--- src/rtl/pipeline_hazard_ctrl.sv ---
// Pipeline sequencing controller: RAW/branch hazard strobes, memory-wait freeze FSM with timeout,
// saturating stall/flush debug counters. Define PIPELINE_FORWARDING_EN when a forwarding unit is present.
module pipeline_hazard_ctrl #(
  parameter int CNT_W       = 16,
  parameter int MEM_TIMEOUT = 64
) (
  input  logic             clk,
  input  logic             rst,
  input  logic [3:0]       id_src1,
  input  logic [3:0]       id_src2,
  input  logic             id_src1_used,
  input  logic             id_two_src,
  input  logic [3:0]       exe_dest,
  input  logic             exe_wb_en,
  input  logic             exe_mem_read,
  input  logic [3:0]       mem_dest,
  input  logic             mem_wb_en,
  input  logic             exe_branch_taken,
  input  logic             mem_req,
  input  logic             mem_ready,
  input  logic             cnt_clr,
  output logic             hazard,
  output logic             freeze_pc,
  output logic             freeze_if_id,
  output logic             flush_if_id,
  output logic             freeze_all,
  output logic             mem_timeout,
  output logic [CNT_W-1:0] stall_cnt,
  output logic [CNT_W-1:0] flush_cnt
);

  localparam int WAIT_W = $clog2(MEM_TIMEOUT + 1);

  typedef enum logic [1:0] {
    ST_RUN      = 2'd0,
    ST_MEM_WAIT = 2'd1,
    ST_HALT     = 2'd2
  } state_t;

  state_t            state_r, state_next_s;
  logic [WAIT_W-1:0] wait_cnt_r, wait_next_s;
  logic              timeout_set_s;
  logic              freeze_all_s;
  logic              raw_s;
  logic              mem_timeout_r;
  logic [CNT_W-1:0]  stall_cnt_r, flush_cnt_r;

  function automatic logic raw_match(input logic [3:0] d, input logic [3:0] s1, input logic [3:0] s2,
                                     input logic u1, input logic u2);
    return (u1 && (s1 == d)) || (u2 && (s2 == d));
  endfunction

  // RAW detection: with forwarding only a load in EXE forces a bubble
  always_comb begin
    raw_s = 1'b0;
`ifdef PIPELINE_FORWARDING_EN
    raw_s = exe_wb_en && exe_mem_read &&
            raw_match(exe_dest, id_src1, id_src2, id_src1_used, id_two_src);
`else
    raw_s = (exe_wb_en && raw_match(exe_dest, id_src1, id_src2, id_src1_used, id_two_src)) ||
            (mem_wb_en && raw_match(mem_dest, id_src1, id_src2, id_src1_used, id_two_src));
`endif
  end

  // FSM next state, wait counter and pipeline-wide freeze
  always_comb begin
    state_next_s  = state_r;
    wait_next_s   = wait_cnt_r;
    timeout_set_s = 1'b0;
    freeze_all_s  = 1'b0;
    case (state_r)
      ST_RUN: begin
        if (mem_req && !mem_ready) begin
          state_next_s = ST_MEM_WAIT;
          wait_next_s  = WAIT_W'(1);
          freeze_all_s = 1'b1;
        end else begin
          state_next_s = ST_RUN;
        end
      end
      ST_MEM_WAIT: begin
        // Freeze drops in the completing cycle so an N-cycle stall freezes exactly N cycles
        if (mem_ready) begin
          state_next_s = ST_RUN;
          wait_next_s  = '0;
        end else if (wait_cnt_r == WAIT_W'(MEM_TIMEOUT)) begin
          state_next_s  = ST_HALT;
          timeout_set_s = 1'b1;
          freeze_all_s  = 1'b1;
        end else begin
          wait_next_s  = wait_cnt_r + WAIT_W'(1);
          freeze_all_s = 1'b1;
        end
      end
      ST_HALT: begin
        state_next_s = ST_HALT;
        freeze_all_s = 1'b1;
      end
      default: begin
        state_next_s = ST_HALT;
        freeze_all_s = 1'b1;
      end
    endcase
  end

  // FSM state, wait counter and sticky timeout flag
  always_ff @(posedge clk or negedge rst) begin
    if (!rst) begin
      state_r       <= ST_RUN;
      wait_cnt_r    <= '0;
      mem_timeout_r <= 1'b0;
    end else begin
      state_r    <= state_next_s;
      wait_cnt_r <= wait_next_s;
      if (timeout_set_s) begin
        mem_timeout_r <= 1'b1;
      end else begin
        mem_timeout_r <= mem_timeout_r;
      end
    end
  end

  // Strobes; a taken branch overrides a RAW stall because the PC loads the target
  always_comb begin
    freeze_all   = freeze_all_s;
    hazard       = (raw_s || exe_branch_taken) && !freeze_all_s;
    freeze_pc    = (raw_s && !exe_branch_taken) || freeze_all_s;
    freeze_if_id = (raw_s && !exe_branch_taken) || freeze_all_s;
    flush_if_id  = exe_branch_taken && !freeze_all_s;
  end

  // Saturating debug counters, clear has priority
  always_ff @(posedge clk or negedge rst) begin
    if (!rst) begin
      stall_cnt_r <= '0;
      flush_cnt_r <= '0;
    end else if (cnt_clr) begin
      stall_cnt_r <= '0;
      flush_cnt_r <= '0;
    end else begin
      if (freeze_pc && (stall_cnt_r != {CNT_W{1'b1}})) begin
        stall_cnt_r <= stall_cnt_r + CNT_W'(1);
      end else begin
        stall_cnt_r <= stall_cnt_r;
      end
      if (flush_if_id && (flush_cnt_r != {CNT_W{1'b1}})) begin
        flush_cnt_r <= flush_cnt_r + CNT_W'(1);
      end else begin
        flush_cnt_r <= flush_cnt_r;
      end
    end
  end

  assign mem_timeout = mem_timeout_r;
  assign stall_cnt   = stall_cnt_r;
  assign flush_cnt   = flush_cnt_r;

endmodule

--- config.mk ---
export PLATFORM = sky130hd
export DESIGN_NAME = pipeline_hazard_ctrl
export DESIGN_NICKNAME = d
export VERILOG_FILES = /design/src/rtl/pipeline_hazard_ctrl.sv
export SDC_FILE = /design/constraint.sdc
export NUM_CORES = 1
export LEC_CHECK = 0
export ABC_AREA = 1
export ABC_CLOCK_PERIOD_IN_PS = 3570
export CAP_MARGIN = 20
export CELL_PAD_IN_SITES_DETAIL_PLACEMENT = 1
export CELL_PAD_IN_SITES_GLOBAL_PLACEMENT = 1
export CORE_MARGIN = 10
export CORE_UTILIZATION = 34
export DETAILED_ROUTE_END_ITERATION = 16
export DONT_BUFFER_PORTS = 1
export GPL_ROUTABILITY_DRIVEN = 0
export PLACE_DENSITY = 0.62
export SLEW_MARGIN = 20
export SYNTH_ARGS = -nofsm -noshare
export SYNTH_HDL_FRONTEND = slang
export SYNTH_SLANG_ARGS = --single-unit
--- constraint.sdc ---
create_clock -name clk -period 3.57 [get_ports clk]
set_input_delay 0.714 -clock clk [delete_from_list [all_inputs] [get_ports clk]]
set_output_delay 0.714 -clock clk [all_outputs]
set_load 0.05 [all_outputs]
* Word-level counts from Yosys, hierarchy flattened
Index checks and enable logic that the tools add are counted.
** Cells by class
- Reductions and logical operators :: 25
- Add/sub/neg operators :: 3
- Equal/unequal tests :: 11
- Muxes and demuxes :: 18
** Operators with widths (number)
- $mux 16 :: 4
- $add 16x1->16 const B :: 2
- $ne 16x16->1 const B :: 2
- $mux 7 :: 3
- $eq 4x4->1 :: 4
- $pmux 7 s2 :: 1
- $logic_and 1x1->1 :: 12
- $add 7x1->7 const B :: 1
- $eq 7x7->1 const B :: 1
- $mux 1 :: 6
- $ne 3x3->1 const B :: 2
- $reduce_bool 2->1 :: 3
- $logic_or 1x1->1 :: 5
- $mux 2 :: 2
- $pmux 2 s2 :: 1
- $logic_not 1->1 :: 3
- $reduce_and 3->1 :: 1
- $eq 2x1->1 const B :: 1
- $logic_not 2->1 :: 1
- $ne 2x2->1 const B :: 1
- $pmux 1 s2 :: 1
** Storage, ports and cells
- Word-level logic and storage cells :: 62
- Bits in registers :: 42

* Logic depth before layout (Yosys ltp)
- Depth in word-level cells :: 10
- Mapped depth :: 13
- Gate-level depth less buffers :: 12

* Least setup slack after synthesis
OpenSTA, ideal clock, no wires.
- Path kind :: input to output
- From :: input mem_ready
- To :: output freeze_pc
- Path buffers :: 2
- Setup slack :: 450 ps
- Arrival time :: 2406 ps
- Stages on the path :: 7
- Required time :: 2856 ps
- Path through :: nor2_1 > nor2_1 > nand2_1 > inv_1 > nand2_1 > buf_2 > buf_4
** On the way
- Word-level cells in the longest chain between the ends :: 5
- Elaborated cells on any way between the ends :: 6
- Those cells by class :: 3 x mux; 3 x reduce/logical
** RTL lines
- start: declaration :: RTL line 20 : input logic mem_ready,
- $logic_not 1->1 :: RTL line 73 : if (mem_req && !mem_ready) begin
- $logic_and 1x1->1 :: RTL line 73
- $mux 1 :: RTL line 73
- $pmux 1 s2 * :: RTL line 71 : case (state_r)
- via freeze_all :: RTL line 26 : output logic freeze_all,
- $logic_or 1x1->1 *
- end: declaration :: RTL line 23 : output logic freeze_pc,
Mark *: on every way through the listed nets, which the timed path passes. The rest lies on a longest branch.

* Final worst setup path
- From :: register state_r[1]
- To :: output freeze_if_id
** On the way
- Word-level cells in the longest chain between the ends :: 3
- Elaborated cells on any way between the ends :: 4
- Those cells by class :: 1 x eq/ne; 1 x mux; 2 x reduce/logical
** RTL lines
- start: declaration :: RTL line 40 : state_t state_r, state_next_s;
- start signal: assignment :: RTL line 113 : state_r <= state_next_s;
- $eq 2x1->1 / $logic_not 2->1 (equally long branches) :: RTL line 71
- $pmux 1 s2 * :: RTL line 71
- $logic_or 1x1->1 * :: RTL line 128 : freeze_if_id = (raw_s && !exe_branch_taken) || freeze_all_s;
- end: declaration :: RTL line 24 : output logic freeze_if_id,
Mark *: on every way between the ends. The rest lies on a longest branch, timed or not.

==> run_results.csv <==
group,metric,value,unit
timing,finalSetupTns,0,ns
clock_tree,cts_tree,"built",
final_layout,nFillCells,1035,
clock_tree,clkSinkCount,42,
yosys,yosys_warnings,0,
final_layout,finalNetCount,443,
clock_tree,htreeDepth,2,
yosys,synth_top_area_cell,"dfrtp_1",
global_routing,antenna_found_initial,0,
power_and_ir_drop,ir_worst_vdd,200.2,µV
detailed_routing,wl,8229,µm
final_layout,layout_commonest_cell,"nand2_1",
floorplanning,die_w,111.0,µm
clock_tree,cts.hold.buffers_added,0,
setup_path,required,2.86,ns
job,drv_cap,0,
setup_path,cpMostUsedCell,"nand2_1",
yosys,synth_nets,434,
global_routing,gr-usage-all-layers,13.28,%
timing,grt_setup_unrepaired,"no",
timing,finClkSkew,0.008334,ns
global_routing,grt_pass1_vias,2741,
setup_path,arrival,1.98,ns
setup_path,cpPeakStageDelay,0.40,ns
detailed_routing,viasPerCell,5.062,
yosys,syn_avg_cell_area,6.983,µm²
clock_tree,insertion_delay,0.29,ns
floorplanning,dieArea,12320,µm²
floorplanning,io_pins,65,
final_layout,layout_common_cells,"103 x nand2_1, 54 x inv_1, 53 x nor2_1",
yosys,synth_area_leaders,"dfrtp_1 37%, nand2_1 14%, inv_1 7.2%",
final_layout,drive_above_1_share,6.796,%
floorplanning,start_util,34.59,%
detailed_routing,drtIter0Drc,88,
timing,tightest_slew,0.7842,ns
detailed_routing,vias,2617,
yosys,syn_area,2814,µm²
worst_hold_path,hp-class,"input port to asynchronous set/reset pin",
setup_path,cp_cell_sequence,"inv_1 -> nand2_1 -> nor2_1 -> nor2_1 -> nand2_1 -> inv_1 -> nand2_1 -> buf_4",
timing,finalSetupViolCount,0,
timing,finalCritPeriodShare,75.57,%
detailed_routing,drtPass1Iterations,4,
timing,hold_violations,0,
clock_tree,cts_post_setup_buffers_inserted,0,
floorplanning,coreArea,8134,µm²
setup_path,cp_max_fo,18,
place,dp_hpwl,6229,µm
yosys,synthCells,403,
yosys,ys_ff_latch,42,
clock_tree,clk_path_buf_depth,2,
setup_path,end_kind,"output pin",
clock_tree,cts_inserted_buffers,5,
timing,report.final.slew_viol_count,0,
timing,period_needed,2.698,ns
outcome,status,"finished clean",
yosys,synth_cell_types,32,
timing,slew_headroom,47.64,%
clock_tree,root_buffer,"clkbuf_8",
power_and_ir_drop,p_leak,1.580,nW
setup_path,crit_slowest_cell,"dfrtp_1",
global_routing,grt_pass1_wl,13930,µm
power_and_ir_drop,powerDensity,481.7,nW/µm²
final_layout,diodes,0,
timing,hold_slack,0.1067,ns
setup_path,critical_path_class,"flop to output pin",
timing,max_freq,0.3707,GHz
floorplanning,rows,33,
yosys,synth_top_area_share,37.35,%
setup_path,critPathLaunchType,"flop",
clock_tree,cts_resized,0,
global_routing,overflow,0,
detailed_routing,wl_per_cell,15.92,µm
clock_tree,clkSlewWorstSetupHoldPaths,0.09,ns
detailed_routing,drc,0,
floorplanning,fp.dieH,111.0,µm
global_routing,grt_max_degree,47,
yosys,yosysSeqAreaShare,37.35,%
final_layout,syn_to_final_growth,9.560,%
place,port_buffers,0,
detailed_routing,ant_nets,0,
state kept, by name, summed over array words and instances, names as in the netlist:
register     cells
flush_cnt       16
stall_cnt       16
wait_cnt_r       7
state_r          2
mem_timeout      1
critical path, delay by kind of cell (launching register included):
| kind | cells | cell delay (ns) |
|---|---|---|
| buffers and inverters | 3 | 0.55 |
| DFF | 1 | 0.40 |
| and+or+nand+nor | 5 | 0.72 |
per-stage QoR:
step / total power [mW] / instances / util (%) / worst slack [ns] / area, µm²
2_1_floorplan: 1.003 / 403 / - / 0.4497 / 2814
3_3_place_gp: 1.093 / 510 / 36.52 / 0.9698 / 2970
3_5_place_dp: 1.112 / 510 / 36.52 / 0.9879 / 2970
4_1_cts: 1.515 / 517 / 37.90 / 0.8623 / 3083
5_1_grt: 1.591 / 517 / 37.90 / 0.6824 / 3083
6_report: 1.485 / 517 / 37.90 / 0.8721 / 3083
synthesized netlist by cell type:
library cell / n
dfrtp_1: 42
o21ai_1: 1
nor3b_1: 2
o21a_1: 1
nand3_1: 38
buf_4: 2
o21ai_0: 16
buf_6: 1
a31oi_1: 1
buf_1: 2
nor3_1: 7
nand2_1: 103
xor2_1: 16
nor2_2: 1
clkbuf_1: 1
nor2_1: 53
o21bai_1: 1
o31ai_1: 3
nor3_2: 1
or3b_1: 1
nor2_4: 1
xnor2_1: 6
inv_1: 54
inv_2: 2
nand4_1: 25
ha_1: 4
buf_8: 1
o21ai_4: 1
nand3_4: 1
or2_2: 1
buf_2: 4
a21oi_1: 10
cell type report:
type | instances | area, µm² | share of cell area, %
repair buffers | 13 | 97.59 | 3.166
clock buffers | 6 | 82.58 | 2.679
clock inverters | 1 | 30.03 | 0.9740
well taps | 105 | 131.4 | 4.261
flip-flops and latches | 42 | 1051 | 34.09
inverters | 56 | 210.2 | 6.818
multi-input cells | 294 | 1480 | 48.01
kinds of logic after synthesis:
logic type                 count (synthesis)  synth area share (%)
and+or+nand+nor                          234                 37.04
buffers and inverters                     67                 10.05
AOI/OAI and AO/OA                         34                 6.937
xor gates and xnor gates                  22                 6.847
DFF                                       42                 37.35
adders and majority gates                  4                 1.779
routing by layer:
| layer | share of wire, % | global-route usage (%) |
|---|---|---|
| met2 | 49 | 22.68 |
| met4 | 0.64 | 2.865 |
| met5 | 0 | 0 |
| met1 | 44 | 15.85 |
| met3 | 6.3 | 4.221 |
final timing paths:
kind	from	end	slack (ns)	cells after the start
max in group asynchronous	rst	stall_cnt[0]	3.38	0
min in group clk	cnt_clr	flush_cnt[0]	0.48	1
worst min register to register	wait_cnt_r[4]	wait_cnt_r[4]	0.57	1
worst max-delay path	state_r[1]	freeze_if_id	0.87	8
worst max register to register	stall_cnt[1]	stall_cnt[8]	1.00	9
worst min-delay path	rst	flush_cnt[15]	0.11	0
power by group:
part / leakage (nW) / internal [mW] / switching, mW
sequential: 0.576 / 0.518 / 0.0602
clock: 0.0573 / 0.224 / 0.172
combinational: 0.947 / 0.123 / 0.387
total: 1.58 / 0.865 / 0.620
Note: power is estimated with default switching activity, not from simulation.
==> RTL edit: new RTL, same flow settings <==
Set the parameter `MEM_TIMEOUT` to 128 (it was 64).
--- a/src/rtl/pipeline_hazard_ctrl.sv
+++ b/src/rtl/pipeline_hazard_ctrl.sv
@@ -2,7 +2,7 @@
 // saturating stall/flush debug counters. Define PIPELINE_FORWARDING_EN when a forwarding unit is present.
 module pipeline_hazard_ctrl #(
   parameter int CNT_W       = 16,
-  parameter int MEM_TIMEOUT = 64
+  parameter int MEM_TIMEOUT = 128
 ) (
   input  logic             clk,
   input  logic             rst,
Formal check against the unedited RTL: no difference found for any inputs over 10 cycles, from zero or initial values and one cycle with rst low; that may be too few to reach the edited logic, so the function may still have changed.
==> RTL edit against the unedited design <==
- synthesized cell count rose by 3.0%
- maximum frequency fell by 2.3%
- count of clock-buffer cells in the layout fell by 1
- synthesized area rose by 4.0%
- register-to-register slack improved by 0.03 ns
- wire length rose by 2.8%
- setup slack got worse by 0.063 ns
- final area rose by 2.2%
- sequential cell count rose by 1
Power is not compared: it rests on default switching activity, and its combinational part moved more than twofold at a synthesized area within 25%.
==> RTL edit: results (changes against the unedited design) <==
RR Startpoint - stall_cnt[0]$_DFFE_PN0P_
r2r setup slk - 1.03 ns (+0.03 ns)
Syn Nets - 446 (+2.8%)
status - complete, no violations
NonClk Buf Share - 1.19% (-2.0 points)
Signal inverters - 65 (+16%)
synth cell count leaders - nand2_1, inv_1, dfrtp_1
initial drt markers - 129 (+47%)
post-DP HPWL - 6.43 mm (+3.2%)
met2 Use GR - 22.5% (-0.18 points)
first-pass GRT wire length - 14.3 mm (+2.7%)
Worst Skew - 0.00762 ns (-0.000710 ns)
vias - 2683 (+2.5%)
layout cells sized above 1 - 6.92% (+0.13 points)
Rel. slew slack - 52.8% (+5.2 points)
Multi-input comb cells - 299 (+1.7%)
FF-to-FF End - stall_cnt[15]$_DFFE_PN0P_
final core utilization - 38.0% (+0.060 points)
Sequential Area - 0.00108 sq mm (+2.4%)
met3 Use GR - 4.38% (+0.16 points)
GR Util All Layers - 13.4% (+0.085 points)
Clock-cell share - 3.38% (-0.28 points)
top cells by area, synth - dfrtp_1, nand2_1, inv_1
largest net degree at the start of global routing - 44 (-6.4%)
met2 WL - 4.27 mm (+5.4%)
synth unique cells - 33 (+3.1%)
compound-cell area share of the yosys netlist - 6.12% (-0.82 points)
## RTL edit: worst max-delay path by stage
stage,cells after the start,from,slack [ns],end
3_3_place_gp,6,mem_ready,0.96,freeze_if_id
3_5_place_dp,6,mem_ready,0.93,freeze_pc
6_report,6,state_r[1]$_DFFE_PN0P_,0.81,freeze_if_id
5_1_grt,6,state_r[1]$_DFFE_PN0P_,0.64,freeze_pc
2_1_floorplan,4,mem_ready,0.75,hazard
4_1_cts,6,state_r[1]$_DFFE_PN0P_,0.76,freeze_if_id
## RTL edit: power by group
part | switching [mW] | internal [mW] | total, mW | leakage (nW)
Combinational | 0.0309 | 0.0173 | 0.0482 | 0.968
Sequential | 0.0152 | 0.490 | 0.505 | 0.586
Clock | 0.179 | 0.205 | 0.384 | 0.0502
Total | 0.225 | 0.712 | 0.937 | 1.60
## RTL edit: metrics by stage
step                      cells  hold slack [ns]
after floorplan             415            0.418
final                       524            0.102
after detailed placement    517            0.422
after CTS                   524           0.0858
after global routing        524           0.0777
after global placement      517            0.422
